[src/rtl/fetch_stage_pkg.sv]
// Shared pipeline constants and the fetch-state encoding used by the
// instruction-fetch stage.
package fetch_stage_pkg;

  localparam int          XLEN     = 32;
  localparam logic [31:0] RESET_PC = 32'h0000_0000;
  localparam logic [31:0] NOP_INST = 32'h0000_0013;

  typedef enum logic [1:0] {
    S_RESET = 2'd0,
    S_REQ   = 2'd1,
    S_WAIT  = 2'd2,
    S_HOLD  = 2'd3
  } fetch_state_e;

endpackage

[src/rtl/fetch_stage_if.sv]
// Instruction-memory request/response handshake between the fetch stage
// (master) and instruction memory (slave).
interface fetch_stage_if #(
  parameter int XLEN = 32
) ();

  logic            req;
  logic [XLEN-1:0] addr;
  logic            gnt;
  logic            rvalid;
  logic [31:0]     rdata;

  modport master (
    output req,
    output addr,
    input  gnt,
    input  rvalid,
    input  rdata
  );

  modport slave (
    input  req,
    input  addr,
    output gnt,
    output rvalid,
    output rdata
  );

endinterface

[src/rtl/fetch_stage_if_dx_reg.sv]
// IF/DX pipeline register: flush beats hold, hold beats load, and anything
// else drops a bubble in while keeping the last PC for trace.
module if_dx_reg
  import fetch_stage_pkg::*;
#(
  parameter int          XLEN     = fetch_stage_pkg::XLEN,
  parameter logic [31:0] NOP_INST = fetch_stage_pkg::NOP_INST
) (
  input  logic            clk,
  input  logic            rst_n,
  input  logic            flush,
  input  logic            hold,
  input  logic            load,
  input  logic [XLEN-1:0] load_pc,
  input  logic [31:0]     load_inst,
  output logic [XLEN-1:0] pc,
  output logic [31:0]     inst,
  output logic            valid
);

  always_ff @(posedge clk or negedge rst_n) begin
    if (!rst_n) begin
      pc    <= '0;
      inst  <= NOP_INST;
      valid <= 1'b0;
    end else if (flush) begin
      inst  <= NOP_INST;
      valid <= 1'b0;
    end else if (!hold) begin
      if (load) begin
        pc    <= load_pc;
        inst  <= load_inst;
        valid <= 1'b1;
      end else begin
        inst  <= NOP_INST;
        valid <= 1'b0;
      end
    end
  end

endmodule

[src/rtl/fetch_stage.sv]
// Instruction-fetch stage: owns the PC, keeps a single outstanding imem
// request, parks one response while stalled and feeds the IF/DX register.
//
// state   | meaning
// S_RESET | first cycle after reset, no request
// S_REQ   | request pc_q, waiting for gnt
// S_WAIT  | granted, waiting for rvalid (kill_q marks a wrong-path fetch)
// S_HOLD  | response parked in the buffer until the stall drops
module fetch_stage
  import fetch_stage_pkg::*;
#(
  parameter int              XLEN     = fetch_stage_pkg::XLEN,
  parameter logic [XLEN-1:0] RESET_PC = fetch_stage_pkg::RESET_PC,
  parameter logic [31:0]     NOP_INST = fetch_stage_pkg::NOP_INST
) (
  input  logic                 clk,
  input  logic                 rst_n,
  fetch_stage_if.master        imem,
  input  logic                 br_taken,
  input  logic [XLEN-1:0]      br_target,
  input  logic                 stall_if,
  input  logic                 stall_dx,
  output logic [XLEN-1:0]      pc_if,
  output logic [XLEN-1:0]      pc_dx,
  output logic [31:0]          inst_dx,
  output logic                 valid_dx
);

  fetch_state_e    state;
  logic [XLEN-1:0] pc_q;
  logic [XLEN-1:0] req_pc_q;
  logic            kill_q;
  logic            buf_valid;
  logic [XLEN-1:0] buf_pc;
  logic [31:0]     buf_inst;
  logic            seen_gnt_q;

  logic            stall;
  logic            rsp_load;
  logic            buf_load;
  logic [XLEN-1:0] load_pc;
  logic [31:0]     load_inst;

  assign stall = stall_if | stall_dx;

  assign imem.req  = (state == S_REQ);
  assign imem.addr = pc_q;
  assign pc_if     = pc_q;

  always_ff @(posedge clk or negedge rst_n) begin
    if (!rst_n) begin
      state     <= S_RESET;
      pc_q      <= RESET_PC;
      req_pc_q  <= '0;
      kill_q    <= 1'b0;
      buf_valid <= 1'b0;
      buf_pc    <= '0;
      buf_inst  <= NOP_INST;
    end else begin
      if (br_taken) pc_q <= br_target;
      unique case (state)
        S_RESET: state <= S_REQ;
        S_REQ: begin
          if (imem.gnt) begin
            state    <= S_WAIT;
            req_pc_q <= pc_q;
            if (br_taken) kill_q <= 1'b1;
            else          pc_q   <= pc_q + XLEN'(4);
          end
        end
        S_WAIT: begin
          if (imem.rvalid) begin
            kill_q <= 1'b0;
            if (br_taken || kill_q) begin
              state <= S_REQ;
            end else if (stall) begin
              buf_valid <= 1'b1;
              buf_pc    <= req_pc_q;
              buf_inst  <= imem.rdata;
              state     <= S_HOLD;
            end else begin
              state <= S_REQ;
            end
          end else if (br_taken) begin
            kill_q <= 1'b1;
          end
        end
        S_HOLD: begin
          if (br_taken || !stall) begin
            buf_valid <= 1'b0;
            state     <= S_REQ;
          end
        end
      endcase
    end
  end

  // Only arms the protocol check once a request has actually been granted.
  always_ff @(posedge clk or negedge rst_n) begin
    if (!rst_n)                          seen_gnt_q <= 1'b0;
    else if (state == S_REQ && imem.gnt) seen_gnt_q <= 1'b1;
  end

  assign rsp_load  = (state == S_WAIT) && imem.rvalid && !kill_q && !br_taken && !stall;
  assign buf_load  = (state == S_HOLD) && buf_valid && !br_taken && !stall;
  assign load_pc   = (state == S_HOLD) ? buf_pc : req_pc_q;
  assign load_inst = (state == S_HOLD) ? buf_inst : imem.rdata;

  if_dx_reg #(
    .XLEN     (XLEN),
    .NOP_INST (NOP_INST)
  ) u_if_dx_reg (
    .clk       (clk),
    .rst_n     (rst_n),
    .flush     (br_taken),
    .hold      (stall_dx),
    .load      (rsp_load | buf_load),
    .load_pc   (load_pc),
    .load_inst (load_inst),
    .pc        (pc_dx),
    .inst      (inst_dx),
    .valid     (valid_dx)
  );

  a_rvalid_in_wait: assert property (
    @(posedge clk) disable iff (!rst_n)
      (imem.rvalid && seen_gnt_q) |-> (state == S_WAIT)
  );

endmodule

[src/flat_wrapper.sv]
// flat-port wrapper written by rule: the top's interface ports become plain ports
module fetch_stage_flat import fetch_stage_pkg::*;
#(
  parameter int              XLEN     = fetch_stage_pkg::XLEN,
  parameter logic [XLEN-1:0] RESET_PC = fetch_stage_pkg::RESET_PC,
  parameter logic [31:0]     NOP_INST = fetch_stage_pkg::NOP_INST
)
  (clk, rst_n, br_taken, br_target, stall_if, stall_dx, pc_if, pc_dx, inst_dx, valid_dx, imem_req, imem_addr, imem_gnt, imem_rvalid, imem_rdata);
  fetch_stage_if #(.XLEN(XLEN)) imem_i ();
  input  logic clk;
  input  logic rst_n;
  input  logic br_taken;
  input  logic [XLEN-1:0] br_target;
  input  logic stall_if;
  input  logic stall_dx;
  output logic [XLEN-1:0] pc_if;
  output logic [XLEN-1:0] pc_dx;
  output logic [31:0] inst_dx;
  output logic valid_dx;
  output wire logic [$bits(imem_i.req)-1:0] imem_req;
  output wire logic [$bits(imem_i.addr)-1:0] imem_addr;
  input wire logic [$bits(imem_i.gnt)-1:0] imem_gnt;
  input wire logic [$bits(imem_i.rvalid)-1:0] imem_rvalid;
  input wire logic [$bits(imem_i.rdata)-1:0] imem_rdata;
  assign imem_req = imem_i.req;
  assign imem_addr = imem_i.addr;
  assign imem_i.gnt = imem_gnt;
  assign imem_i.rvalid = imem_rvalid;
  assign imem_i.rdata = imem_rdata;
  fetch_stage #(.XLEN(XLEN), .RESET_PC(RESET_PC), .NOP_INST(NOP_INST)) u_core (.clk(clk), .rst_n(rst_n), .imem(imem_i), .br_taken(br_taken), .br_target(br_target), .stall_if(stall_if), .stall_dx(stall_dx), .pc_if(pc_if), .pc_dx(pc_dx), .inst_dx(inst_dx), .valid_dx(valid_dx));
endmodule
[config.mk]
export PLATFORM = sky130hd
export DESIGN_NAME = fetch_stage_flat
export DESIGN_NICKNAME = d
export VERILOG_FILES = /design/src/rtl/fetch_stage_pkg.sv /design/src/rtl/fetch_stage_if.sv /design/src/rtl/fetch_stage_if_dx_reg.sv /design/src/rtl/fetch_stage.sv /design/src/flat_wrapper.sv
export SDC_FILE = /design/constraint.sdc
export NUM_CORES = 1
export LEC_CHECK = 0
export CAP_MARGIN = 20
export CORE_MARGIN = 3
export CORE_UTILIZATION = 30
export CTS_BUF_LIST = sky130_fd_sc_hd__clkbuf_4 sky130_fd_sc_hd__clkbuf_8
export DETAILED_ROUTE_END_ITERATION = 7
export PLACE_DENSITY = 0.56
export SETUP_SLACK_MARGIN = 0.5
export SLEW_MARGIN = 15
export SYNTH_ARGS = -nofsm -noshare
export SYNTH_HDL_FRONTEND = slang
export SYNTH_SLANG_ARGS = --single-unit
[constraint.sdc]
create_clock -name clk -period 5.2 [get_ports clk]
set_clock_uncertainty 0.1 [all_clocks]
set_input_delay 0.78 -clock clk [delete_from_list [all_inputs] [get_ports clk]]
set_output_delay 0.78 -clock clk [all_outputs]
set_load 0.01 [all_outputs]
==> flow_summary.ini <==
[status]
status = finished clean

[clock_network]
path_clk_slew_ns = 0.11
post_cts_resized = 0
cts_setup_buffers = 0
numCtsBuffers = 17
cts_max_path_buffers = 2
cts-root-buf = clkbuf_8
cts_sinks = 197
worst_skew_pair.late_latency_ns = 0.45
hold_buffers = 0
htreeDepth = 4
cts_tree = done

[global_route]
grt_max_degree = 122
grt_pass1_vias = 5970
track_usage = 0.145
antenna_found_initial = 0
grt_pass1_wl_mm = 35.5
grt_overflow = 0

[routing]
routed_wl_mm = 22.5
viasPerCell = 4.67
drtIter0Drc = 303
drc = 0
drt-wirelength-per-cell_um = 17.3
dr_total_vias = 6073
drtPass1Iterations = 4
ant_nets = 0

[layout]
syn_to_final_growth_pct = 29.4
final_cells = 1300
final_nets = 979
antenna_cells = 0
stdcell_area_um2 = 11400
regArea_um2 = 4940
layout-drive-gt1-share = 0.170
fillers = 2822
multi_input_area_um2 = 3450

[synth]
synth.most_common_cell = dfrtp_1
synth_commonest_cells = dfrtp_1, mux2_2, nand2_1
yosysSeqAreaShare = 0.561
synth_top_area_frac = 0.543
synthCells = 747
synthArstFlopShare = 1.00
ys.warnings.count = 0
synthFlopType = dfrtp_1
ys_top_cells_by_area = dfrtp_1, mux2_2, mux2i_1
netlist_area_um2 = 8800
synth_seq_cells = 197
ys_types = 39
yosysTopAreaCell = dfrtp_1
synth_nets = 823
avgSynthCellArea_um2 = 11.8
synth_edf_count = 0

[floorplanning]
io_pins = 201
rows = 62
die_x_um = 177
die_area_um2 = 31400
initial_core_util = 0.306
core-area_um2 = 28800
die_h_um = 177

[worst_setup_path]
cp_max_fo = 7
critPathBufInv = 2
reg2reg_from = u_core.state[1]
required_ns = 4.32
cpPeakStageDelay_ns = 0.63
reg2reg_depth = 6
path_class = reg -> out
end_kind = output pin
cp.depth = 3
crit_arrival_ns = 1.95
critPathTopFamily = buffers and inverters
start_kind = register
path_cells = inv_1 > ha_1 > clkdlybuf4s50_1
slowest_stage = clkdlybuf4s50_1
cp-startpoint = u_core.state[1]

[sta]
worst_pin_slew_ns = 1.04
tns_ns = 0
slew_viol_final = 0
min_period_over_period = 0.545
slew_headroom = 0.297
finalCriticalPeriod_ns = 2.83
max_clock_freq_mhz = 353
rsz0062_at_grt = no
worst_slack_ns = 2.37
hold_violations = 0
setup_viol = 0

[placed_design]
port_buffers = 200
dpl.hpwl_mm = 15.0
dpl-instance-area_um2 = 11000
gp_congestion = 0.725
post-place-ws_ns = 2.01
place_inst = 1267

[run]
cap_viol_max_count = 0

[power_and_ir_drop]
p_leak_uw = 0.00478
power_density_nw_per_um2 = 363
ir_drop_uv = 221

[worst_hold_path]
hold_path.class = in -> async
stage by stage:
stage | util | total power, uW | hold WS, ns
finish | 0.396 | 4130 | 0.290
global route | 0.396 | 4400 | 0.308
CTS | 0.395 | 4210 | 0.335
detailed placement | 0.381 | 3180 | 0.371
global placement | 0.381 | 3150 | 0.362
floorplan | - | 2720 | 0.363
metal layers:
layer	up-vias	GRT usage	part of all wire
li1	2925	-	-
met1	2988	0.213	0.48
met2	152	0.221	0.46
met3	8	0.0323	0.051
met4	0	0.0304	0.0050
met5	-	0	0
final timing paths:
kind	endpoint	slack (ns)
worst max-delay path	imem_req	2.37
worst min-delay path	u_core.buf_inst[28]	0.29
worst max register to register	u_core.imem.addr[22]	2.48
worst min register to register	u_core.u_if_dx_reg.inst[24]	0.38
max in group asynchronous	u_core.u_if_dx_reg.inst[1]	3.54
min in group clk	u_core.u_if_dx_reg.inst[24]	0.38
state kept, by name, indices dropped and copies added (netlist names):
signal,count
u_core.u_if_dx_reg.inst,32
u_core.buf_pc,32
u_core.u_if_dx_reg.valid,1
u_core.buf_valid,1
u_core.buf_inst,32
u_core.u_if_dx_reg.pc,32
u_core.state,2
u_core.kill_q,1
u_core.req_pc_q,32
u_core.imem.addr,32
report_power, final:
group / leakage (uW) / internal, uW / total, uW / switching, uW
registers: 0.00256 / 1850 / 2090 / 244
clock network: 0.000190 / 402 / 1010 / 606
logic: 0.00203 / 592 / 1030 / 437
total: 0.00478 / 2840 / 4130 / 1290
cell families after synthesis:
logic type | after synthesis | share of synthesized area
fa+ha+maj | 5 | 0.00711
compound gates | 111 | 0.0698
buf+inv | 80 | 0.0497
xor+xnor | 12 | 0.0119
flops | 197 | 0.561
simple gates | 169 | 0.0904
mux | 173 | 0.210
cell type report:
| cell class | instances | share of cell area |
|---|---|---|
| clock buffer | 17 | 0.0205 |
| clock inverter | 15 | 0.0143 |
| inverter | 6 | 0.00198 |
| multi-input combinational | 470 | 0.303 |
| sequential | 197 | 0.433 |
| tap | 384 | 0.0422 |
| timing repair buffer | 211 | 0.185 |
layout by cell type, fill, tap and decap left out, drive strengths merged, types with 2 or more instances in the layout:
cell type and n:
nor2 21, ha 5, buf 13, inv 13, nand3 10, and3 4, clkinvlp 4, or2 2
clkdlybuf4s50 198, dfrtp 191, or4 8, o31ai 8, a21oi 5, dfstp 6, mux2 95, o21ai 80
nand2 92, xor2 6, nor2b 2, xnor2 6, nor3 4, a31oi 13, and2 2, clkinv 3
and4 4, clkbuf 17, nor4 3, or3 5, mux2i 78, nand4 11
(Power assumes the default switching activity.)
